$ cat config.mk
export PLATFORM = sky130hd
export DESIGN_NAME = rr_stream_mux
export DESIGN_NICKNAME = d
export VERILOG_FILES = /design/src/rtl/mux_pkg.sv /design/src/rtl/rr_arbiter.sv /design/src/rtl/rr_stream_mux.sv
export SDC_FILE = /design/constraint.sdc
export NUM_CORES = 1
export LEC_CHECK = 0
export CORE_ASPECT_RATIO = 0.6
export CORE_MARGIN = 4
export CORE_UTILIZATION = 35
export DETAILED_ROUTE_END_ITERATION = 12
export PLACE_DENSITY = 0.84
export RECOVER_POWER = 25
export SKIP_LAST_GASP = 1
export SYNTH_ARGS = -nofsm -noshare
export SYNTH_HDL_FRONTEND = slang
export SYNTH_SLANG_ARGS = --single-unit
$ cat constraint.sdc
create_clock -name clk -period 6.3 [get_ports clk]
set_clock_uncertainty 0.15 [all_clocks]
set_input_delay 1.26 -clock clk [delete_from_list [all_inputs] [get_ports clk]]
set_output_delay 1.26 -clock clk [all_outputs]
set_load 0.005 [all_outputs]
$ cat src/rtl/mux_pkg.sv
// +----------------------------------------------------------------------------+
// | mux_pkg : shared defaults and width helper for the round-robin stream mux  |
// | Revision: 1.0                                                              |
// +----------------------------------------------------------------------------+
`default_nettype none

package mux_pkg;

  localparam int c_n_default = 8;
  localparam int c_m_default = 8;

  // A single channel still needs a 1-bit select/pointer.
  function automatic int clog2_min1(input int v);
    return (v <= 2) ? 1 : $clog2(v);
  endfunction

endpackage

`default_nettype wire

$ cat src/rtl/rr_arbiter.sv
// +----------------------------------------------------------------------------+
// | rr_arbiter : combinational round-robin grant, searching req upward from ptr|
// | Revision: 1.0                                                              |
// +----------------------------------------------------------------------------+
`default_nettype none

module rr_arbiter
  import mux_pkg::*;
#(
  parameter  int M  = c_m_default,
  localparam int SW = clog2_min1(M)
) (
  input  logic [M-1:0]  req,
  input  logic [SW-1:0] ptr,
  output logic [SW-1:0] gnt_idx,
  output logic          gnt_any
);

  logic [2*M-1:0] w_dbl;
  logic [M-1:0]   w_rot;
  logic [SW-1:0]  w_off;
  logic [SW:0]    w_sum;

  always_comb begin
    // Rotating a doubled copy puts req[ptr] at bit 0 with wrap-around handled.
    w_dbl = {req, req} >> ptr;
    w_rot = w_dbl[M-1:0];
    w_off = '0;
    for (int i = M - 1; i >= 0; i--) begin
      if (w_rot[i]) w_off = SW'(i);
    end
    w_sum = {1'b0, ptr} + {1'b0, w_off};
    if (w_sum >= (SW+1)'(M)) w_sum = w_sum - (SW+1)'(M);
    gnt_idx = w_sum[SW-1:0];
  end

  assign gnt_any = |req;

endmodule

`default_nettype wire

$ cat src/rtl/rr_stream_mux.sv
// +----------------------------------------------------------------------------+
// | rr_stream_mux : M-input round-robin valid/ready mux with registered output |
// | Option: RR_STREAM_MUX_PKT_LOCK_EN holds the grant until in_last.           |
// | Revision: 1.0                                                              |
// +----------------------------------------------------------------------------+
`default_nettype none

module rr_stream_mux
  import mux_pkg::*;
#(
  parameter  int N  = c_n_default,
  parameter  int M  = c_m_default,
  localparam int SW = clog2_min1(M)
) (
  input  logic          clk,
  input  logic          rst,
  input  logic [M*N-1:0] in_data,
  input  logic [M-1:0]  in_valid,
  output logic [M-1:0]  in_ready,
  output logic [N-1:0]  out_data,
  output logic          out_valid,
  input  logic          out_ready,
  output logic [SW-1:0] out_sel
`ifdef RR_STREAM_MUX_PKT_LOCK_EN
  ,
  input  logic [M-1:0]  in_last,
  output logic          out_last
`endif
);

  localparam logic [SW-1:0] c_last_idx = SW'(M - 1);

  logic [SW-1:0] r_ptr;
  logic [N-1:0]  r_out_data;
  logic          r_out_valid;
  logic [SW-1:0] r_out_sel;

  logic [SW-1:0] w_arb_idx;
  logic          w_arb_any;
  logic [SW-1:0] w_gnt;
  logic          w_any;
  logic          w_load_ok;
  logic          w_xfer;
  logic          w_adv;

  rr_arbiter #(.M(M)) u_arb (
    .req     (in_valid),
    .ptr     (r_ptr),
    .gnt_idx (w_arb_idx),
    .gnt_any (w_arb_any)
  );

  assign w_load_ok = !r_out_valid || out_ready;

`ifdef RR_STREAM_MUX_PKT_LOCK_EN
  logic          r_lock;
  logic [SW-1:0] r_lk;
  logic          r_out_last;

  // While a packet is open only the owning channel can be granted.
  assign w_gnt    = r_lock ? r_lk : w_arb_idx;
  assign w_any    = r_lock ? in_valid[r_lk] : w_arb_any;
  assign w_adv    = w_xfer && in_last[w_gnt];
  assign out_last = r_out_last;

  always_ff @(posedge clk) begin
    if (rst) begin
      r_lock     <= 1'b0;
      r_lk       <= '0;
      r_out_last <= 1'b0;
    end else if (w_xfer) begin
      r_lock     <= !in_last[w_gnt];
      r_lk       <= w_gnt;
      r_out_last <= in_last[w_gnt];
    end
  end
`else
  assign w_gnt = w_arb_idx;
  assign w_any = w_arb_any;
  assign w_adv = w_xfer;
`endif

  assign w_xfer = w_any && w_load_ok && !rst;

  always_comb begin
    in_ready = '0;
    for (int i = 0; i < M; i++) begin
      in_ready[i] = w_xfer && (w_gnt == SW'(i));
    end
  end

  always_ff @(posedge clk) begin
    if (rst) begin
      r_out_valid <= 1'b0;
      r_out_data  <= '0;
      r_out_sel   <= '0;
      r_ptr       <= '0;
    end else begin
      if (w_xfer) begin
        r_out_data  <= in_data[w_gnt*N +: N];
        r_out_sel   <= w_gnt;
        r_out_valid <= 1'b1;
      end else if (out_ready) begin
        r_out_valid <= 1'b0;
      end
      if (w_adv) begin
        r_ptr <= (w_gnt == c_last_idx) ? '0 : w_gnt + SW'(1);
      end
    end
  end

  assign out_data  = r_out_data;
  assign out_valid = r_out_valid;
  assign out_sel   = r_out_sel;

endmodule

`default_nettype wire

==> results by stage <==
Detailed routing:
- The post-route antenna net violation count is 0.
- The count of unresolved DRC violations after routing is 0.
- After detailed routing, the total wire length is 6.654 mm.
- The count of routing violations after the opening detailed-route iteration is 245.
- After detailed routing, the average wire length per cell comes to between 15 and 20 µm.
- The total number of vias is 2,287.
- The number of search-and-repair iterations in the first detailed-routing pass is 5.
- The via density per instance is between 5 and 6.

Die:
- In this run the horizontal extent of the chip is around 100 µm.
- The overall die area is 6593 µm².
- The starting density of the core is 0.3650.
- The die extent in y is 64.52 µm.
- 95 I/O pins were placed.
- The row count is 20.
- The total area inside the core boundary comes to 5105 µm².

Synth:
- The share of synthesized area in the top cell type comes to 0.2176.
- The most used flip-flop cell after synthesis is sky130_fd_sc_hd__dfxtp_1.
- The count of state elements after synthesis is 15.
- The net count of the mapped netlist is 296.
- The mean post-synth cell area is roughly 8.6 µm².
- The synthesized cell area is 1863 µm².
- For this run, asynchronously set or reset flops after synthesis account for 0.
- Synthesis produced a netlist whose cell count is roughly 220.
- Yosys attributes the largest share of cell area to sky130_fd_sc_hd__mux4_2 (22%), sky130_fd_sc_hd__dfxtp_1 (16%), sky130_fd_sc_hd__nor2_1 (5.6%).
- The synthesized design contains 0 enable-type register cells.
- The count of warnings emitted by yosys is 0.
- The sequential share of the synthesized area is 0.1612.
- The number of distinct standard cells referenced by the synthesized netlist is 53.
- The largest area contributor in the synthesized netlist is sky130_fd_sc_hd__mux4_2.

GRT:
- Entering global routing, the biggest net connects 22 pins.
- The leftover overflow at the end of global routing is 0.
- The first global-routing pass estimated between 10 and 15 mm of wire.
- The number of antenna violations at the first check in global routing came to 0.
- The via count of the first global-routing pass is 2,226.
- For this run, the total global-route usage over all layers was measured as 0.1986.

Power:
- The analysis attributes to cell leakage a power of 1.334 nW.
- Dividing total power by cell area gives a power density of 435.7 nW/µm².
- The worst voltage drop across the vdd grid is 0.0002657 V.

STA:
- Setup violations remaining at the end of the flow were counted as 0.
- The post-route setup TNS is 0 ns.
- Setup repair after global routing left no endpoint under its margin.
- The peak clock frequency supported by timing is 162.2 MHz.
- The share of the clock period used by the worst path is 0.9787.
- The worst-margin pin slew is 0.7083 ns.
- The minimum period implied by the final worst setup slack is 6.166 ns.
- The relative max-transition margin is 0.5272.
- The final max-slew violation count came to 0.
- The total count of hold-check failures in the final report is 0.
- The final hold slack is between 0.3 and 0.4 ns.

Clock tree:
- The total number of H-tree levels is 1.
- For this design, the sink count on the clock tree is 15.
- The CTS tree is yes.
- In this run the clock root is driven by a sky130_fd_sc_hd__clkbuf_8.
- The clock-pin slew reported for the worst setup and hold paths after clock tree synthesis is 0.07 ns.
- For this design, the CTS-stage hold fixing added 0 buffers.
- The total CTS buffers is 3.
- The maximum buffer depth of the clock tree is 2.
- The source-to-sink clock delay at the later pin of the worst-skew pair is roughly 0.26 ns.

Worst setup path:
- The worst endpoint required time is about 4.9 ns.
- The endpoint type of the worst setup path is a primary output.
- The critical path launch point type is an input port.
- Of all nets on the critical path, the largest fanout is 5.
- For the worst setup path, the data arrival time is 4.76 ns.
- The path type of the worst setup path is input port to primary output.

Placement:
- The number of I/O port buffers is 94.
- At the end of routability-driven placement, the weighted congestion stood at 0.8771.
- After legalization and detailed placement, the total HPWL measured between 5 and 6 mm.
- The post-placement cell area is 3033 µm².

Run status:
- The flow ran to the end, and the final reports show no timing, DRC or antenna violations.

Finish:
- Once layout is done, the placed cells without fillers occupy roughly 3200 µm².
- The filler cells instantiated in the layout total approximately 400.
- The net total in the final layout is 413.
- The proportion of layout cells with a drive suffix above 1 is 0.2432.
- Once layout is complete, the utilization of the core stands at 0.6174.
- The repair_antennas step left the layout with diodes totalling 0.
- From synthesis to final layout, the design area changed by 69.17%.

Job:
- Across the run, the number of max-cap violations was 0.

Hold path:
- In this run the worst hold path is classified as register to register.
-- sequential cells by signal, indices dropped and copies added, names as in the netlist --
name	count
out_data	8
out_sel	3
out_valid	1
r_ptr	3
-- synthesized netlist by cell type (all sizes together), types with 4 or more instances --
library cell	count
nand2b	4
nor2	28
a22o	8
a21oi	17
buf	8
mux2i	6
mux4	18
a311o	8
clkbuf	10
nor3	6
o21ai	7
nand3	4
dfxtp	15
nand2	22
inv	9
and3	4
-- metrics by stage --
step	setup slack, ns	instances	total power, mW
2_1_floorplan	0.8302	217	0.8694
3_3_place_gp	-0.1970	389	1.212
3_5_place_dp	-0.3168	389	1.232
4_1_cts	-0.02680	398	1.361
5_1_grt	0.04904	399	1.474
6_report	0.1341	399	1.373
-- cells by family (layout without fill, tap and decap cells) --
group | after synthesis | count (layout) | share of synthesized area
AOI/OAI and AO/OA | 58 | 58 | 0.2445
xor gates and xnor gates | 4 | 4 | 0.03090
DFF | 15 | 15 | 0.1612
and+or+nand+nor | 83 | 83 | 0.2142
buffers and inverters | 28 | 144 | 0.06246
muxes | 25 | 25 | 0.2559
adders and majority gates | 4 | 4 | 0.03090
-- power breakdown --
part	switching, mW	internal (mW)	total [mW]
Sequential	0.0372	0.130	0.167
Clock	0.0373	0.0439	0.0812
Combinational	0.500	0.624	1.12
Total	0.575	0.798	1.37
-- layout make-up --
type	instances	area, µm²	area share
Clock buffer	3	41.29	0.01310
Clock inverter	1	5.005	0.001588
Multi-Input combinational cell	174	1486	0.4716
Tap cell	66	82.58	0.02620
Sequential cell	15	300.3	0.09528
Inverter	10	37.54	0.01191
Timing Repair Buffer	130	1199	0.3803
-- final timing paths --
| kind | start | to | slack (ns) | depth (start not counted) |
|---|---|---|---|---|
| max | in_valid[7] | in_ready[2] | 0.13 | 18 |
| min reg2reg | out_sel[1] | out_sel[1] | 0.35 | 2 |
| min | out_sel[1] | out_sel[1] | 0.35 | 2 |
| max reg2reg | r_ptr[0] | r_ptr[2] | 1.69 | 14 |
-- worst max-delay path, cell delays in order --
cell and delay [ns]:
sky130_fd_sc_hd__dlygate4sd2_1 0.27, sky130_fd_sc_hd__inv_2 0.10, sky130_fd_sc_hd__a21oi_1 0.07, sky130_fd_sc_hd__nor2_1 0.13
sky130_fd_sc_hd__a21oi_1 0.08, sky130_fd_sc_hd__mux4_2 0.49, sky130_fd_sc_hd__or3_4 0.38, sky130_fd_sc_hd__a31oi_1 0.17
sky130_fd_sc_hd__a31o_1 0.13, sky130_fd_sc_hd__ha_2 0.17, sky130_fd_sc_hd__inv_1 0.06, sky130_fd_sc_hd__fa_2 0.41
sky130_fd_sc_hd__xnor2_2 0.17, sky130_fd_sc_hd__xnor2_2 0.16, sky130_fd_sc_hd__buf_6 0.14, sky130_fd_sc_hd__buf_4 0.14
sky130_fd_sc_hd__and3_1 0.17, sky130_fd_sc_hd__dlygate4sd2_1 0.26
-- cell usage in the layout, fill, tap and decap left out, types with 2 or more instances in the layout --
cell type,Yosys,routed
sky130_fd_sc_hd__clkbuf_8,0,3
sky130_fd_sc_hd__dfxtp_1,15,15
sky130_fd_sc_hd__clkbuf_2,0,3
sky130_fd_sc_hd__clkdlybuf4s50_1,0,71
sky130_fd_sc_hd__ha_1,3,2
sky130_fd_sc_hd__a211oi_1,2,2
sky130_fd_sc_hd__nor2b_1,3,3
sky130_fd_sc_hd__nor2_1,28,27
sky130_fd_sc_hd__mux2i_1,6,6
sky130_fd_sc_hd__o21ai_1,1,2
sky130_fd_sc_hd__and2_1,3,3
sky130_fd_sc_hd__a21oi_2,2,2
sky130_fd_sc_hd__nand2b_1,4,4
sky130_fd_sc_hd__dlymetal6s2s_1,0,5
sky130_fd_sc_hd__nand3_1,4,4
sky130_fd_sc_hd__buf_4,1,34
sky130_fd_sc_hd__dlygate4sd3_1,0,7
sky130_fd_sc_hd__and3_1,4,4
sky130_fd_sc_hd__mux4_2,18,18
sky130_fd_sc_hd__inv_1,9,7
sky130_fd_sc_hd__xnor2_2,1,2
sky130_fd_sc_hd__a21oi_1,15,15
sky130_fd_sc_hd__a22o_1,8,8
sky130_fd_sc_hd__nand2_1,22,21
sky130_fd_sc_hd__dlygate4sd2_1,0,8
sky130_fd_sc_hd__inv_2,0,2
sky130_fd_sc_hd__nor3_1,6,5
sky130_fd_sc_hd__o21ai_0,6,5
sky130_fd_sc_hd__a31oi_1,2,2
sky130_fd_sc_hd__a311o_1,8,8
-- timing repair --
action                     CTS  global route
setup buffers                5             1
gates resized for setup     17            19
pin swaps                    3             7
setup endpoints to repair    8             8
-- per-layer routing --
metal	vias up	GRT usage	wire [µm]
met2	125	0.3180	3160
met5	-	0	0
met4	0	0.04910	132
met1	1089	0.2656	2774
met3	17	0.05484	586
li1	1056	-	-
No activity file was read; power rests on OpenSTA's default activity.
